<file path="src/rtl/bg_tile_fetch_seq.sv">
// rtl/bg_tile_fetch_seq.sv - PPU background tile fetch sequencer (NT, AT, PL, PH reads -> tile record)
// Optional stall counter output enabled by BG_FETCH_STALL_CNT_EN.
module bg_tile_fetch_seq #(
    parameter int          CNT_W   = 6,
    parameter logic [15:0] AT_BASE = 16'h03C0
) (
    input  logic             clk,
    input  logic             rst_n,
    input  logic             start,
    input  logic             abort,
    input  logic [15:0]      nt_start_addr,
    input  logic [CNT_W-1:0] tile_count,
    input  logic             pt_sel,
    input  logic [2:0]       fine_y,
    output logic             vram_req,
    output logic [15:0]      vram_addr,
    input  logic             vram_gnt,
    input  logic             vram_rvalid,
    input  logic [7:0]       vram_rdata,
    output logic             tile_valid,
    output logic [7:0]       tile_pt_lo,
    output logic [7:0]       tile_pt_hi,
    output logic [1:0]       tile_pal,
`ifdef BG_FETCH_STALL_CNT_EN
    output logic [15:0]      stall_cnt,
`endif
    output logic             busy,
    output logic             done
);

    typedef enum logic [3:0] {
        IDLE, NT_REQ, NT_WAIT, AT_REQ, AT_WAIT,
        PL_REQ, PL_WAIT, PH_REQ, PH_WAIT, EMIT
    } state_t;

    state_t             state, state_nxt;
    logic [15:0]        cur_addr;
    logic [CNT_W-1:0]   remaining;
    logic               pt_sel_q;
    logic [2:0]         fine_y_q;
    logic [7:0]         nt_byte;
    logic [7:0]         at_byte;
    logic [7:0]         pl_byte;
    logic               aborting;
    logic               done_set;
    logic               is_req;
    logic               is_wait;
    logic               read_ok;
    logic               start_ok;
    logic [15:0]        base;
    logic [4:0]         row;
    logic [4:0]         col;
    logic [15:0]        at_addr;
    logic [15:0]        req_addr;
    logic [1:0]         pal_nxt;

    assign base    = {cur_addr[15:10], 10'b0};
    assign row     = cur_addr[9:5];
    assign col     = cur_addr[4:0];
    // One attribute byte covers a 4x4 tile block; 8 blocks per attribute row.
    assign at_addr = base + AT_BASE + {10'b0, row[4:2], 3'b000} + {13'b0, col[4:2]};

    assign is_req  = (state == NT_REQ) || (state == AT_REQ) ||
                     (state == PL_REQ) || (state == PH_REQ);
    assign is_wait = (state == NT_WAIT) || (state == AT_WAIT) ||
                     (state == PL_WAIT) || (state == PH_WAIT);
    assign start_ok = (state == IDLE) && start;
    // Read data is only kept when the run has not been aborted.
    assign read_ok  = is_wait && vram_rvalid && !aborting && !abort;

    always_comb begin
        req_addr = cur_addr;
        case (state)
            AT_REQ:  req_addr = at_addr;
            PL_REQ:  req_addr = {3'b000, pt_sel_q, nt_byte, 1'b0, fine_y_q};
            PH_REQ:  req_addr = {3'b000, pt_sel_q, nt_byte, 1'b1, fine_y_q};
            default: req_addr = cur_addr;
        endcase
    end

    always_comb begin
        pal_nxt = at_byte[1:0];
        case ({row[1], col[1]})
            2'd0:    pal_nxt = at_byte[1:0];
            2'd1:    pal_nxt = at_byte[3:2];
            2'd2:    pal_nxt = at_byte[5:4];
            default: pal_nxt = at_byte[7:6];
        endcase
    end

    assign vram_req   = is_req && !abort;
    assign vram_addr  = is_req ? req_addr : 16'h0000;
    assign tile_valid = (state == EMIT);
    assign busy       = (state != IDLE);

    always_comb begin
        state_nxt = state;
        done_set  = 1'b0;
        case (state)
            IDLE: begin
                if (start) begin
                    if (tile_count == '0) done_set = 1'b1;
                    else                  state_nxt = NT_REQ;
                end
            end
            NT_REQ, AT_REQ, PL_REQ, PH_REQ: begin
                if (abort) begin
                    state_nxt = IDLE;
                    done_set  = 1'b1;
                end else if (vram_gnt) begin
                    case (state)
                        NT_REQ:  state_nxt = NT_WAIT;
                        AT_REQ:  state_nxt = AT_WAIT;
                        PL_REQ:  state_nxt = PL_WAIT;
                        default: state_nxt = PH_WAIT;
                    endcase
                end
            end
            NT_WAIT, AT_WAIT, PL_WAIT, PH_WAIT: begin
                if (vram_rvalid) begin
                    if (aborting || abort) begin
                        state_nxt = IDLE;
                        done_set  = 1'b1;
                    end else begin
                        case (state)
                            NT_WAIT: state_nxt = AT_REQ;
                            AT_WAIT: state_nxt = PL_REQ;
                            PL_WAIT: state_nxt = PH_REQ;
                            default: state_nxt = EMIT;
                        endcase
                    end
                end
            end
            EMIT: begin
                if ((remaining == CNT_W'(1)) || abort) begin
                    state_nxt = IDLE;
                    done_set  = 1'b1;
                end else begin
                    state_nxt = NT_REQ;
                end
            end
            default: state_nxt = IDLE;
        endcase
    end

    always_ff @(posedge clk or negedge rst_n) begin
        if (!rst_n) begin
            state <= IDLE;
        end else begin
            state <= state_nxt;
        end
    end

    always_ff @(posedge clk or negedge rst_n) begin
        if (!rst_n) begin
            cur_addr   <= 16'h0000;
            remaining  <= '0;
            pt_sel_q   <= 1'b0;
            fine_y_q   <= 3'd0;
            nt_byte    <= 8'h00;
            at_byte    <= 8'h00;
            pl_byte    <= 8'h00;
            aborting   <= 1'b0;
            done       <= 1'b0;
            tile_pt_lo <= 8'h00;
            tile_pt_hi <= 8'h00;
            tile_pal   <= 2'd0;
        end else begin
            done     <= done_set;
            aborting <= (state_nxt != IDLE) && (aborting || (is_wait && abort));
            if (start_ok) begin
                cur_addr  <= nt_start_addr;
                remaining <= tile_count;
                pt_sel_q  <= pt_sel;
                fine_y_q  <= fine_y;
            end
            if (read_ok) begin
                case (state)
                    NT_WAIT: nt_byte <= vram_rdata;
                    AT_WAIT: at_byte <= vram_rdata;
                    PL_WAIT: pl_byte <= vram_rdata;
                    default: begin
                        tile_pt_lo <= pl_byte;
                        tile_pt_hi <= vram_rdata;
                        tile_pal   <= pal_nxt;
                    end
                endcase
            end
            if (state == EMIT) begin
                remaining <= remaining - CNT_W'(1);
                // Column wrap crosses into the horizontally adjacent nametable.
                if (col == 5'd31) begin
                    cur_addr <= {cur_addr[15:11], ~cur_addr[10], cur_addr[9:5], 5'd0};
                end else begin
                    cur_addr <= {cur_addr[15:5], col + 5'd1};
                end
            end
        end
    end

`ifdef BG_FETCH_STALL_CNT_EN
    always_ff @(posedge clk or negedge rst_n) begin
        if (!rst_n) begin
            stall_cnt <= 16'h0000;
        end else if (start_ok) begin
            stall_cnt <= 16'h0000;
        end else if (((is_req && !vram_gnt) || (is_wait && !vram_rvalid)) &&
                     (stall_cnt != 16'hFFFF)) begin
            stall_cnt <= stall_cnt + 16'd1;
        end
    end
`endif

endmodule

</file>
<file path="config.mk">
export PLATFORM = sky130hd
export DESIGN_NAME = bg_tile_fetch_seq
export DESIGN_NICKNAME = d
export VERILOG_FILES = /design/src/rtl/bg_tile_fetch_seq.sv
export SDC_FILE = /design/constraint.sdc
export NUM_CORES = 1
export LEC_CHECK = 0
export CORE_MARGIN = 2
export CORE_UTILIZATION = 46
export DETAILED_ROUTE_END_ITERATION = 16
export GPL_TIMING_DRIVEN = 0
export PLACE_DENSITY = 0.83
export SLEW_MARGIN = 15
export SYNTH_ARGS = -nofsm -noshare
export SYNTH_HDL_FRONTEND = slang
export SYNTH_SLANG_ARGS = --single-unit
</file>
<file path="constraint.sdc">
create_clock -name clk -period 1.8 [get_ports clk]
set_input_delay 0.54 -clock clk [delete_from_list [all_inputs] [get_ports clk]]
set_output_delay 0.54 -clock clk [all_outputs]
set_load 0.005 [all_outputs]
</file>
==> results_dict.tcl <==
set metrics [dict create \
    status "complete, but fails checks" \
    violations "setup timing" \
    post-route-period-util_pct 130 \
    io_pins 78 \
    p_per_area_nw_per_um2 1450 \
    ys_types 50 \
    hold_violations 0 \
    grt_first_pass_wirelength_mm 18.7 \
    cts.sinks 74 \
    fill_cells 415 \
    gp_congestion 0.891 \
    coreArea_um2 7650 \
    grt.overflow.total 0 \
    initial_core_util_pct 46.8 \
    rows 32 \
    final_cell_mix "dfrtp_1, clkdlybuf4s50_1, mux2_2" \
    post-synth-top-area-cell "dfrtp_1" \
    async_flop_share_pct 100 \
    synth_nets 363 \
    rrSetupSlack_ns -0.39 \
    grt_max_degree 54 \
    die_h_um 92.2 \
    synth_edf_count 0 \
    synthCells 319 \
    synth_flop_cell "dfrtp_1" \
    nets 510 \
    synth.ff_latch_count 74 \
    cts_buffer_depth 2 \
    die-area_um2 8500 \
    setup_slack_ns -0.534 \
    netlist_area_um2 3580 \
    r2r-start "state[2]" \
    firstDrtPassIters 5 \
    power_mw 8.48 \
    antenna_found_initial 0 \
    wirelength_mm 13.7 \
    routedWlPerCell_um 23.9 \
    cts_buffers 9 \
    detail_route.iter0.violations 300 \
    route.detailed.drc 0 \
    path_max_fanout 8 \
    htree_levels 3 \
    holdBufCountCts 0 \
    cts_tree "built" \
    clk_pin_slew_worst_paths_ns 0.10 \
    rsz0062_at_grt "true" \
    cp-endpoint "vram_addr[0]" \
    synth_warnings 0 \
    drive_gt1_share_pct 50.1 \
    utilization_pct 76.3 \
    required_ns 1.26 \
    min_period_ns 2.33 \
    grt_util_all_layers_pct 29.5 \
    synth_seq_area_share_pct 51.8 \
    hpwl_mm 6.24 \
    regToRegEndpoint "cur_addr[0]" \
    viasPerCell 6.12 \
    slew_headroom_pct 67.9 \
    root_buffer "clkbuf_8" \
    leakagePower_nw 2.77 \
    final_common_cell "dfrtp_1" \
    cp-end-kind "output port" \
    clock_latency_ns 0.36 \
    avgSynthCellArea_um2 11.2 \
    path_class "register to output port" \
    io_buffers 77 \
    synth.top_cell.area_share_pct 51.8 \
    fin_worst_skew_ns 0.0138 \
    report.final.slew_viol_count 0 \
    die_w_um 92.2 \
    cp-startpoint "state[1]" \
    cap_violations 0 \
    setup_viol 52 \
    ant_nets 0 \
    reg2regPathDepth 8 \
    num_antenna_cells 0 \
    synthToLayoutAreaGrowth_pct 63.3 \
    hold_path.class "input pin to asynchronous set/reset pin" \
    ir_drop_uv 756 \
    fmax_ghz 0.429 \
    vias 3507 \
    synthTopCellsByArea "dfrtp_1, mux2_2, nand2_1" \
    grt_pass1_vias 3439 \
    cp-start-kind "register" \
    cp.arrival_ns 1.79 \
    worst_pin_slew_ns 0.482 \
]
==> metrics by stage <==
step                      setup slack [ns]  instance area, um2  setup TNS [ns]  hold WS, ns  std cells
final                               -0.534                5840          -14.83       0.0598        573
after CTS                           -0.404                5540           -9.58       0.0769        565
after floorplan                     0.0550                3580               0        0.244        319
after global placement               -2.30                4470         -209.75        0.449        498
after detailed placement            -0.790                4500          -41.68        0.457        499
after global routing                -0.528                5840          -15.78       0.0787        573
==> layer usage <==
layer	track usage (%)	vias up	wire length, um
met4	16.4	0	856
met5	0	-	0
met3	5.67	75	1070
li1	-	1447	-
met2	48.2	263	6710
met1	36.9	1722	5080
==> repair_timing <==
action,CTS,global route
pin swaps,35,28
gates resized for setup,206,58
hold endpoints to repair,0,0
endpoints found under the setup margin,83,76
setup buffers,43,14
cloned,7,1
==> layout make-up <==
| type | instances | area (um2) | share of cell area (%) |
|---|---|---|---|
| Multi-Input combinational cell | 221 | 2040 | 34.9 |
| Sequential cell | 74 | 1850 | 31.8 |
| Timing Repair Buffer | 137 | 1370 | 23.4 |
| Buffer | 15 | 225 | 3.86 |
| Clock buffer | 10 | 128 | 2.19 |
| Tap cell | 102 | 128 | 2.19 |
| Clock inverter | 6 | 65.1 | 1.11 |
| Inverter | 8 | 35.0 | 0.600 |
==> registers in the layout, indices dropped and copies added, names as in the netlist, 2 cells and up <==
signal	flops
cur_addr	16
tile_pal	2
remaining	6
fine_y_q	3
at_byte	8
nt_byte	8
pl_byte	8
tile_pt_lo	8
tile_pt_hi	8
state	4
==> critical path: stages, from the launching register on <==
cell     delay [ns]
dfrtp_1        0.43
buf_6          0.15
buf_12         0.14
mux2i_2        0.17
nor2_2         0.16
a21oi_4        0.05
nor2_2         0.19
buf_2          0.15
==> worst min-delay path by stage <==
stage / endpoint / slack (ns)
2_1_floorplan: aborting / 0.24
3_3_place_gp: cur_addr[13] / 0.45
3_5_place_dp: tile_pt_lo[1] / 0.46
4_1_cts: tile_pt_hi[7] / 0.08
5_1_grt: tile_pt_hi[7] / 0.08
6_report: tile_pt_hi[7] / 0.06
==> logic make-up (layout without fill, tap and decap cells) <==
group | after synthesis | count (layout) | synth area share, %
buf+inv | 24 | 176 | 3.11
compound gates | 45 | 45 | 8.50
simple gates | 116 | 116 | 17.4
mux | 56 | 56 | 17.8
fa+ha+maj | 4 | 4 | 1.40
flops | 74 | 74 | 51.8
==> cells in the mapped netlist (4+ instances only) <==
cell and n:
inv_1 8, nand2_1 52, and3_1 5, mux2_2 36
o22ai_1 6, a21oi_1 11, clkbuf_1 4, nor3b_1 4
nor2_1 21, mux2i_1 12, o21ai_0 7, buf_2 11
dfrtp_1 74, ha_1 4, mux2_1 6, nand3_1 5
==> power by group <==
part	internal [mW]	switching [mW]
Sequential	2.16	0.599
Clock	0.645	0.698
Combinational	2.25	2.13
No activity file was read; power rests on OpenSTA's default activity.
